<file path="src/rtl/debug_scheduler.sv">
// Chooses which debug word drives the shared LED bank: manual stepping, timed auto-rotation,
// and (with DEBUG_SCHED_URGENT_EN defined) urgent preemption with save/restore of the prior source.
module debug_scheduler #(
  parameter int WIDTH        = 8,
  parameter int N_SRC        = 4,
  parameter int DWELL_CYCLES = 50_000_000,
  parameter int HOLD_CYCLES  = 1024
) (
  input  logic                     clk,
  input  logic                     i_reset,
  input  logic                     i_next,
  input  logic                     i_mode_toggle,
  input  logic [N_SRC-1:0]         i_en,
  input  logic [N_SRC-1:0]         i_urgent,
  input  logic [WIDTH-1:0]         i_src [N_SRC-1:0],
  output logic [WIDTH-1:0]         o_out,
  output logic [$clog2(N_SRC)-1:0] o_sel,
  output logic                     o_auto,
  output logic                     o_urgent_active
);

  localparam int SW = $clog2(N_SRC);
  localparam int DW = $clog2(DWELL_CYCLES);

  typedef enum logic [1:0] {
    MANUAL = 2'd0,
    AUTO   = 2'd1,
    URGENT = 2'd2
  } state_e;

  state_e           state_q, state_d;
  logic [SW-1:0]    sel_q, sel_d;
  logic [DW-1:0]    dwell_q, dwell_d;
  logic [WIDTH-1:0] out_q, out_d;
  logic [SW-1:0]    adv_sel;
  logic             dwell_done;

  assign dwell_done = (dwell_q == DW'(DWELL_CYCLES - 1));

  // Next enabled source after sel in wrap order; holds when no other source is enabled.
  always_comb begin
    logic [SW:0] idx;
    logic        found;
    adv_sel = sel_q;
    found   = 1'b0;
    idx     = '0;
    for (int k = 1; k < N_SRC; k++) begin
      idx = {1'b0, sel_q} + (SW+1)'(k);
      if (idx >= (SW+1)'(N_SRC)) idx = idx - (SW+1)'(N_SRC);
      if (!found && i_en[idx[SW-1:0]]) begin
        adv_sel = idx[SW-1:0];
        found   = 1'b1;
      end
    end
  end

`ifdef DEBUG_SCHED_URGENT_EN
  localparam int HW = (HOLD_CYCLES > 1) ? $clog2(HOLD_CYCLES) : 1;

  logic [N_SRC-1:0] urg_en;
  logic             urg_any;
  logic [SW-1:0]    urg_sel;
  logic [HW-1:0]    hold_q, hold_d;
  logic [SW-1:0]    saved_sel_q, saved_sel_d;
  logic             saved_auto_q, saved_auto_d;

  assign urg_en  = i_urgent & i_en;
  assign urg_any = |urg_en;

  // Descending scan so the lowest-index urgent source wins.
  always_comb begin
    urg_sel = '0;
    for (int k = N_SRC - 1; k >= 0; k--) begin
      if (urg_en[k]) urg_sel = SW'(k);
    end
  end
`else
  logic unused_urgent;
  localparam int unused_hold_cycles = HOLD_CYCLES;
  assign unused_urgent = ^i_urgent;
`endif

  always_comb begin
    state_d = state_q;
    sel_d   = sel_q;
    dwell_d = dwell_q;
`ifdef DEBUG_SCHED_URGENT_EN
    hold_d       = hold_q;
    saved_sel_d  = saved_sel_q;
    saved_auto_d = saved_auto_q;
`endif
    case (state_q)
      MANUAL, AUTO: begin
`ifdef DEBUG_SCHED_URGENT_EN
        if (urg_any) begin
          // Preemption beats i_next and dwell expiry; a same-cycle toggle lands in the saved mode.
          state_d      = URGENT;
          saved_sel_d  = sel_q;
          saved_auto_d = (state_q == AUTO) ^ i_mode_toggle;
          sel_d        = urg_sel;
          hold_d       = '0;
        end else
`endif
        if (state_q == MANUAL) begin
          if (i_next) sel_d = adv_sel;
          if (i_mode_toggle) begin
            state_d = AUTO;
            dwell_d = '0;
          end
        end else begin
          if (i_next || dwell_done) begin
            sel_d   = adv_sel;
            dwell_d = '0;
          end else begin
            dwell_d = dwell_q + DW'(1);
          end
          if (i_mode_toggle) state_d = MANUAL;
        end
      end
`ifdef DEBUG_SCHED_URGENT_EN
      URGENT: begin
        if (hold_q < HW'(HOLD_CYCLES - 1)) hold_d = hold_q + HW'(1);
        if (i_mode_toggle) saved_auto_d = ~saved_auto_q;
        if (urg_any) begin
          sel_d = urg_sel;
        end else if (hold_q >= HW'(HOLD_CYCLES - 1)) begin
          state_d = saved_auto_d ? AUTO : MANUAL;
          sel_d   = saved_sel_q;
          dwell_d = '0;
        end
      end
`endif
      default: begin
        state_d = MANUAL;
        sel_d   = '0;
      end
    endcase
    out_d = i_en[sel_d] ? i_src[sel_d] : '0;
  end

  always_ff @(posedge clk) begin
    if (i_reset) begin
      state_q <= MANUAL;
      sel_q   <= '0;
      dwell_q <= '0;
      out_q   <= '0;
    end else begin
      state_q <= state_d;
      sel_q   <= sel_d;
      dwell_q <= dwell_d;
      out_q   <= out_d;
    end
  end

`ifdef DEBUG_SCHED_URGENT_EN
  always_ff @(posedge clk) begin
    if (i_reset) begin
      hold_q       <= '0;
      saved_sel_q  <= '0;
      saved_auto_q <= 1'b0;
    end else begin
      hold_q       <= hold_d;
      saved_sel_q  <= saved_sel_d;
      saved_auto_q <= saved_auto_d;
    end
  end

  assign o_auto          = (state_q == AUTO) || ((state_q == URGENT) && saved_auto_q);
  assign o_urgent_active = (state_q == URGENT);
`else
  assign o_auto          = (state_q == AUTO);
  assign o_urgent_active = 1'b0;
`endif

  assign o_out = out_q;
  assign o_sel = sel_q;

endmodule

</file>
<file path="config.mk">
export PLATFORM = sky130hd
export DESIGN_NAME = debug_scheduler
export DESIGN_NICKNAME = d
export VERILOG_FILES = /design/src/rtl/debug_scheduler.sv
export SDC_FILE = /design/constraint.sdc
export NUM_CORES = 1
export LEC_CHECK = 0
export ABC_AREA = 1
export CELL_PAD_IN_SITES_DETAIL_PLACEMENT = 0
export CELL_PAD_IN_SITES_GLOBAL_PLACEMENT = 2
export CORE_MARGIN = 8
export CORE_UTILIZATION = 26
export CTS_CLUSTER_DIAMETER = 200
export DETAILED_ROUTE_END_ITERATION = 10
export MAX_ROUTING_LAYER = met4
export PLACE_DENSITY_LB_ADDON = 0.2
export SYNTH_ARGS = -nofsm -noshare
export SYNTH_HDL_FRONTEND = slang
export SYNTH_SLANG_ARGS = --single-unit
</file>
<file path="constraint.sdc">
create_clock -name clk -period 2.08 [get_ports clk]
set_input_delay 0.312 -clock clk [delete_from_list [all_inputs] [get_ports clk]]
set_output_delay 0.312 -clock clk [all_outputs]
set_load 0.01 [all_outputs]
</file>
## Word-level counts from Yosys, hierarchy flattened

Index checks and enable logic that the tools add are counted.

- Magnitude comparators: 7
- Muxes and demuxes: 28
- Reduce and logical (&&, ||, !) cells: 10
- Equal/unequal tests: 3
- $add $sub $neg: 7
- $mul: 0
- Shift-type cells: 0
- Bitwise operators: 2
- Div/mod/pow operators: 0

Operators by type and width:

| cell | count |
|---|---|
| $mux 26 | 3 |
| $add 26x1->26 const B | 1 |
| $eq 26x26->1 const B | 1 |
| $mux 2 | 13 |
| $bmux 8 s2 | 1 |
| $lt 2x3->1 const B | 4 |
| $ge 3x3->1 const B | 3 |
| $bmux 1 s2 | 4 |
| $mux 8 | 1 |
| $add 2x2->3 const B | 2 |
| $mux 1 | 6 |
| $reduce_or 2->1 | 3 |
| $sub 2x1->2 const B | 3 |
| $add 2x1->3 const B | 1 |
| $eq 2x1->1 const B | 1 |
| $logic_and 1x1->1 | 2 |
| $logic_not 1->1 | 2 |
| $logic_not 2->1 | 1 |
| $ne 2x2->1 const B | 1 |
| $not 1->1 | 2 |
| $reduce_and 2->1 | 1 |
| $logic_or 1x1->1 | 1 |

- Flip-flop bits (word level): 38
- Memories: 0
- Memory bits (writable): 0
- Input bits: 44
- Bits in latches: 0
- ROM bits: 0

## Longest topological paths before layout

Gate-level depths: netlist of the first run.

- Word-level depth: 19
- Mapped depth: 17
- Depth with buffers taken out: 16

## Worst setup path before layout of the first run

OpenSTA, ideal clock, no wires.

- Kind: flip-flop to flip-flop
- From: register dwell_q[0]
- To: register out_q[4] (netlist: o_out[4])
- Stages on the path, launching flop included: 16
- Path buffers: 1
- Path slack: 0.203 ns
- Data arrival time: 1.762 ns
- Data required time: 1.965 ns
- Cell sequence: dfxtp_1 ha_1 nand2_2 nor2_2 nand3_1 nor2_2 nand2_2 nand2_4 nand3_2 nand2_4 buf_2 nand3b_1 nand3_1 nand2_1 inv_1 nor2_1

- Longest elaborated chain between the ends: 9
- Elaborated cells between the ends (all ways): 11
- Those cells by class: eq/ne (1); mux (7); bitwise (1); reduce/logical (2)

Ends and longest elaborated chain:

| item | RTL line | RTL |
|---|---|---|
| start: declaration | 33 | `logic [DW-1:0] dwell_q, dwell_d;` |
| start signal: assignment | 150 | `dwell_q <= dwell_d;` |
| $eq 26x26->1 * | 38 | `assign dwell_done = (dwell_q == DW'(DWELL_CYCLES - 1));` |
| $logic_or 1x1->1 * | 111 | `if (i_next \|\| dwell_done) begin` |
| $mux 2 * | 111 |  |
| $mux 2 * | 104 | `if (state_q == MANUAL) begin` |
| $mux 2 * | 92 | `case (state_q)` |
| $bmux 1 s2 | 138 | `out_d = i_en[sel_d] ? i_src[sel_d] : '0;` |
| $mux 1 (implied by the code) | 138 |  |
| $not 1->1 (no source line) | -- |  |
| $reduce_or 2->1 (no source line) | -- |  |
| end signal: assignment | 151 | `out_q <= out_d;` |
| end: declaration | 34 | `logic [WIDTH-1:0] out_q, out_d;` |

Every way passes the cells marked *; elsewhere a longest branch is shown, timed or not. The select of a mux whose other input is x is not followed.
A chain may end at the register's enable or synchronous reset.

## Worst setup path in the final report of the first run

- From: input port i_en[3]
- To: register out_q[1] (netlist: o_out[1])

- Longest elaborated chain between the ends: 16
- Elaborated cells between the ends (all ways): 25
- Those cells by class: mux (19); bitwise (1); reduce/logical (5)

Ends and longest elaborated chain:

| item | RTL line | RTL |
|---|---|---|
| start: declaration | 13 | `input logic [N_SRC-1:0] i_en,` |
| $bmux 1 s2 | 50 | `if (!found && i_en[idx[SW-1:0]]) begin` |
| $mux 1 (implied by the code) | 50 |  |
| $mux 1 | 50 |  |
| $logic_not 1->1 | 50 |  |
| $logic_and 1x1->1 | 50 |  |
| $mux 1 | 50 |  |
| $logic_not 1->1 | 50 |  |
| $logic_and 1x1->1 | 50 |  |
| $mux 2 | 50 |  |
| $mux 2, on equally long branches | 111, 105 |  |
| $mux 2 | 104 |  |
| $mux 2 | 92 |  |
| $bmux 1 s2 | 138 |  |
| $mux 1 (implied by the code) | 138 |  |
| $not 1->1 (no source line) | -- |  |
| $reduce_or 2->1 (no source line) | -- |  |

Parallel ways exist; a longest one is shown, timed or not. The select of a mux whose other input is x is not followed.

==> run_results.csv, run 1 <==
group,metric,value,unit
grt,grt-ovfl-total,0,
floorplanning,die_w,116,um
floorplanning,initial_core_util,26.8,%
grt,grt_max_degree,20,
worst_setup_path,worst_path_max_delay_cell,"clkdlybuf4s50_1",
grt,antenna_found_initial,0,
grt,grt_pass1_vias,2768,
finish,fillCellCount,1088,
route,post-route-drc-count,0,
finish,final_layout_size_suffix_gt1_share,21.1,%
clocking,htreeDepth,2,
power,powerDensity,642,nW/um^2
worst_setup_path,crit_type,"in -> reg",
finish,regArea,751,sq um
placement,portBuffers,50,
floorplanning,rows,36,
worst_setup_path,arrival,2.11,ns
grt,met3_usage,1.65,%
grt,grt_pass1_wl,13200,um
yosys,syn_avg_cell_area,6.08,sq um
worst_setup_path,critPathMaxFanout,8,
worst_setup_path,crit_family,"simple AND/OR/NAND/NOR gates",
sta,setup_viol,0,
floorplanning,ios,56,
finish,post-route-util,38.8,%
yosys,ys_warn_count,0,
finish,final_cell_mix,"nand2_1 (121), inv_1 (63), clkdlybuf4s50_1 (50), nand3_1 (33), buf_4 (33)",
clocking,cts-root-buf,"clkbuf_8",
yosys,synth_area,2620,sq um
finish,multi_input_area,1660,sq um
grt,grt_util_all_layers,12.4,%
yosys,synth_top_family_by_area,"simple AND/OR/NAND/NOR gates",
status,status,"complete, no violations",
sta,final_hold_viol_count,0,
route,wl_per_cell,12.4,um
placement,routabilityCongestion,0.798,
worst_setup_path,cp.required,2.26,ns
yosys,ys_seq_area_share,28.3,%
yosys,synthArstFlopShare,0,%
floorplanning,core,9770,sq um
yosys,synth_compound_area_share,11.5,%
sta,fin_tns_setup,0,ns
sta,rsz0062_at_grt,"true",
route,dr.pass1.iters,4,
floorplanning,fp.dieH,116,um
sta,finalClockSkew,0.0104,ns
route,drt-total-wl,8080,um
yosys,synth_edf_count,0,
yosys,ys_seq_elements,37,
yosys,synthFlopType,"dfxtp_1",
sta,finalCriticalPeriod,1.93,ns
clocking,clockBufferDepth,2,
clocking,cts_tree,"built",
yosys,synth-simple-area-share,46.5,%
clocking,clock_sinks,37,
grt,met2_usage,20.5,%
clocking,cts_buffers,5,
worst_setup_path,max_stage_delay,0.46,ns
worst_setup_path,cp-end-kind,"flop",
yosys,ys_types,35,
worst_setup_path,crit_chain,"clkdlybuf4s50_1, nand2_1, nand2_2, nand2_2, nand2_2, nor2_4, nand2_1, nand2_2, nand3_2, nand2_4, buf_4, nand3_1, nand3_1, nand2_2, nand2_4, nor2_1",
finish,final_common_cell,"nand2_1",
route,via_count,2888,
sta,max_freq,517,MHz
yosys,netlist_instances,431,
sta,drv_slew,0,
power,peakVddDrop,0.223,mV
min_path,hp-class,"reg -> reg",
yosys,synth-xor-area-share,0.334,%
yosys,synthMuxAreaShare,0,%
finish,diodes,0,
yosys,synthAdderAreaFrac,0.478,%
clocking,cts_setup_buffers,0,
route,ant_nets,0,
finish,final_nets,561,
grt,busiest_layer,"met2",
power,total_power,2.43,mW
flow_run,maxCapViolations,0,
grt,grt_use_met1,15.6,%
route,vias_per_cell,4.44,
yosys,syn-num-nets,476,
sta,fin_crit_sh,93.0,%
worst_setup_path,start_kind,"primary input",
clocking,cts.clk_slew.worst_paths,0.08,ns
finish,area_growth,44.8,%
power,p_leak,1.60,nW
clocking,clk_latency,0.29,ns
placement,dp_hpwl,6310,um
worst_setup_path,cpMostUsedCell,"nand2_2",
route,first_iter_violations,85,
floorplanning,dieArea,13500,sq um
worst_setup_path,critPathBufInv,2,
-- final timing paths --
check                                 start           to  slack [ns]  cells after the start
worst max register to register     o_sel[0]     o_out[1]        0.16                     16
worst min register to register  dwell_q[22]  dwell_q[22]        0.48                      2
worst min-delay path            dwell_q[22]  dwell_q[22]        0.48                      2
worst max-delay path                i_en[3]     o_out[1]        0.15                     16
-- through the flow --
stage                     worst slack [ns]  instance area (sq um)  hold WS, ns  instances
after floorplan                      0.203                   2620        0.390        431
after global placement              -0.191                   3580        0.478        642
after detailed placement            -0.208                   3580        0.484        642
after CTS                           0.0257                   3660        0.495        650
after global routing               -0.0246                   3790        0.503        650
final                                0.146                   3790        0.484        650
-- power by group --
group / leakage (nW) / total (mW) / internal, mW / switching, mW
Clock: 0.0395 / 0.506 / 0.239 / 0.267
Sequential: 0.303 / 0.793 / 0.763 / 0.0307
Combinational: 1.26 / 1.13 / 0.538 / 0.596
Total: 1.60 / 2.43 / 1.54 / 0.894
-- worst reg2reg max path, cell delays in order, from the launching register on --
cell     delay, ns
dfxtp_2       0.35
buf_4         0.16
nand2_1       0.07
nand2_2       0.09
nand2_2       0.09
nand2_2       0.09
nor2_4        0.12
nand2_1       0.07
nand2_2       0.08
nand3_2       0.08
nand2_4       0.10
buf_4         0.11
nand3_1       0.06
nand3_1       0.10
nand2_2       0.08
nand2_4       0.12
nor2_1        0.07
-- synth_stat cells, drive strengths merged (6+ instances only) --
| library cell | n | area (sq um) |
|---|---|---|
| nor3 | 6 | 30.0 |
| inv | 68 | 255 |
| nor2 | 42 | 188 |
| nand2 | 145 | 599 |
| a21oi | 19 | 95.1 |
| dfxtp | 37 | 741 |
| nand3 | 38 | 200 |
| a221oi | 6 | 52.6 |
| o21ai | 15 | 75.1 |
| nand3b | 15 | 113 |
| nand4 | 10 | 62.6 |
| buf | 9 | 58.8 |
-- kinds of logic after synthesis --
kind of cell | count (synthesis)
other cells | 1
fa+ha+maj | 1
simple gates | 260
compound gates | 50
xor+xnor | 1
buf+inv | 81
flops | 37
-- timing repair --
action	CTS	global route
hold buffers	0	0
gates resized for setup	1	41
setup endpoints to repair	8	12
pin swaps	0	11
-- layout make-up --
cell class | instances | share of cell area (%)
Timing Repair Buffer | 91 | 23.3
Clock buffer | 8 | 2.11
Sequential cell | 37 | 19.8
Tap cell | 133 | 4.39
Multi-Input combinational cell | 313 | 43.6
Inverter | 68 | 6.80
-- flip-flops by register name, indices dropped and copies added (netlist names) --
name     flops
dwell_q     26
o_out        8
o_sel        2
state_q      1
-- routing by layer --
layer  vias up  wire, um
li1       1541         -
met1      1302      3960
met4         0        89
met3         6       130
met2        39      3900
met5         -         0
(Power assumes the default switching activity.)
==> run 2: changes to the inputs <==
--- a/config.mk
+++ b/config.mk
@@ -9,7 +9,8 @@
 export CELL_PAD_IN_SITES_DETAIL_PLACEMENT = 0
 export CELL_PAD_IN_SITES_GLOBAL_PLACEMENT = 2
 export CORE_MARGIN = 8
-export CORE_UTILIZATION = 26
+export CORE_UTILIZATION = 27
+export CTS_BUF_LIST = sky130_fd_sc_hd__clkbuf_8
 export CTS_CLUSTER_DIAMETER = 200
 export DETAILED_ROUTE_END_ITERATION = 10
 export MAX_ROUTING_LAYER = met4
==> run 2 against run 1 <==
Sequential power barely moved. Die area fell by 3.2%. Design area rose by 5.2%. Sequential share of layout area fell by 0.82 points. Clock-buffer cell count fell by 3. Worst setup slack got worse by 0.023 ns. Final cell count rose by 0.31%. Hold slack improved by 0.0045 ns. Routed wire length fell by 1.6%. Clock power rose by 50%.
==> run_results.csv, run 2 (synthesis results as in run 1) <==
group,metric,value,unit
floorplanning,dieArea,13100,sq um
grt,grt-ovfl-total,0,
finish,largest_reg_flops,26,
route,drt-total-wl,7950,um
status,status,"complete, no violations",
finish,area_growth,52.4,%
worst_setup_path,crit_type,"reg -> reg",
clocking,cts_buffers,5,
floorplanning,fp.dieH,114,um
grt,antenna_found_initial,0,
placement,dp_cells,636,
placement,routabilityCongestion,0.777,
clocking,hold_buffers,0,
min_path,whs_path_depth,2,
finish,final_nets,563,
min_path,hold_path_end,"dwell_q[13]",
sta,final_hold_viol_count,0,
worst_setup_path,cp-end-kind,"flop",
power,p_leak,1.70,nW
floorplanning,initial_core_util,27.3,%
clocking,clk_latency,0.29,ns
grt,grt_max_degree,20,
sta,holdWs,0.488,ns
sta,drv_slew,0,
worst_setup_path,worst_path_max_delay_cell,"dfxtp_4",
min_path,min_from,"dwell_q[13]",
placement,portBuffers,50,
sta,max_freq,511,MHz
placement,dp_hpwl,6060,um
clocking,cts-root-buf,"clkbuf_8",
route,via_count,2889,
finish,final_layout_size_suffix_gt1_share,24.3,%
grt,grt_pass1_wl,13300,um
finish,instances_no_fill,652,
route,wl_per_cell,12.2,um
worst_setup_path,cp.required,2.27,ns
finish,top_register,"dwell_q",
worst_setup_path,worstReg2RegEnd,"o_out[7]",
grt,grt_pass1_vias,2875,
floorplanning,core,9590,sq um
route,vias_per_cell,4.43,
sta,rsz0062_at_grt,"true",
finish,diodes,0,
worst_setup_path,start_kind,"flop",
clocking,cts.clk_slew.worst_paths,0.08,ns
sta,fin_crit_sh,94.1,%
worst_setup_path,crit_chain,"ha_4, nand2_4, nor2_4, nand3_2, nor2_2, nand2_2, nand2_4, nand2_2, nand2_2, nand2_4, nand2_4, inv_4, buf_12, nand3_1, nand2_1, inv_1, nor2_1",
worst_setup_path,max_stage_delay,0.37,ns
sta,finalCriticalPeriod,1.96,ns
worst_setup_path,cpMostUsedCell,"nand2_4",
flow_run,maxCapViolations,0,
floorplanning,rows,36,
worst_setup_path,critPathMaxFanout,7,
power,peakVddDrop,0.302,mV
clocking,clock_sinks,37,
clocking,htreeDepth,2,
worst_setup_path,r2r_cells,17,
sta,finalClockSkew,0.00727,ns
route,ant_nets,0,
worst_setup_path,arrival,2.15,ns
route,dr.pass1.iters,4,
power,powerDensity,687,nW/um^2
finish,final_cell_mix,"nand2_1 (117), inv_1 (62), clkdlybuf4s50_1 (50), buf_4 (31), nor2_1 (29)",
sta,setup_viol,0,
clocking,clockBufferDepth,2,
grt,grt_util_all_layers,12.7,%
worst_setup_path,reg2reg_slack,0.12,ns
route,post-route-drc-count,0,
finish,final_common_cell,"nand2_1",
floorplanning,ios,56,
min_path,hp-class,"reg -> reg",
worst_setup_path,reg2reg_from,"dwell_q[0]",
route,first_iter_violations,107,
clocking,cts_tree,"built",
floorplanning,die_w,114,um
==> run 2: cell types whose count changed in the layout (fill, tap and decap cells not counted), sizes merged <==
cell	previous run	this run
clkbuf	8	6
bufinv	0	2
buf	41	42
clkinv	0	1
==> run 2: worst max path at each step <==
stage	start	to	slack (ns)	cells past startpoint
6_report	dwell_q[0]	o_out[7]	0.12	17
5_1_grt	dwell_q[0]	dwell_q[18]	-0.02	15
4_1_cts	dwell_q[1]	o_out[7]	0.004	17
3_5_place_dp	i_en[0]	o_out[7]	-0.18	15
3_3_place_gp	i_en[2]	o_out[7]	-0.17	16
2_1_floorplan	dwell_q[0]	o_out[4]	0.20	15
==> run 2: what timing repair did <==
item	in CTS	in global routing
setup endpoints to repair	8	16
pin swaps	0	30
cloned	0	2
buffers inserted	0	7
gates resized for setup	2	69
==> run 2: cell type report <==
type / count / area [sq um]
well taps: 133 / 166
inverters: 68 / 258
multi-input cells: 313 / 1740
clock buffers: 5 / 68.8
repair buffers: 93 / 935
fillers: 1015 / 5600
flip-flops and latches: 37 / 757
clock inverters: 3 / 65.1
==> run 2: metal layers <==
| layer | up-vias | global-route usage [%] | wire length [um] |
|---|---|---|---|
| met2 | 44 | 21.8 | 3890 |
| met4 | 0 | 3.46 | 84 |
| met1 | 1293 | 15.3 | 3750 |
| met3 | 5 | 1.79 | 225 |
| li1 | 1547 | - | - |
| met5 | - | - | 0 |
==> run 2: critical path, delay by kind of cell (launching register included) <==
kind / cells / cell delay (ns)
buffers and inverters: 3 / 0.24
and+or+nand+nor: 13 / 1.08
adders and majority gates: 1 / 0.14
DFF: 1 / 0.37
==> run 2: through the flow <==
stage	setup TNS [ns]	setup WS [ns]	instance area (sq um)	total power, mW	utilization (%)
after floorplan	0	0.203	2620	1.39	-
after global placement	-1.18	-0.167	3540	1.87	36.9
after detailed placement	-1.26	-0.179	3540	1.86	36.9
after CTS	0	0.00432	3680	2.64	38.4
after global routing	-0.0457	-0.0174	3990	2.92	41.6
final	0	0.123	3990	2.74	41.6
==> run 2: report_power, final <==
| part | total [mW] | leakage (nW) | switching (mW) | internal (mW) |
|---|---|---|---|---|
| Clock | 0.758 | 0.0681 | 0.282 | 0.477 |
| Sequential | 0.792 | 0.305 | 0.0325 | 0.760 |
| Combinational | 1.19 | 1.32 | 0.609 | 0.582 |
| Total | 2.74 | 1.70 | 0.923 | 1.82 |
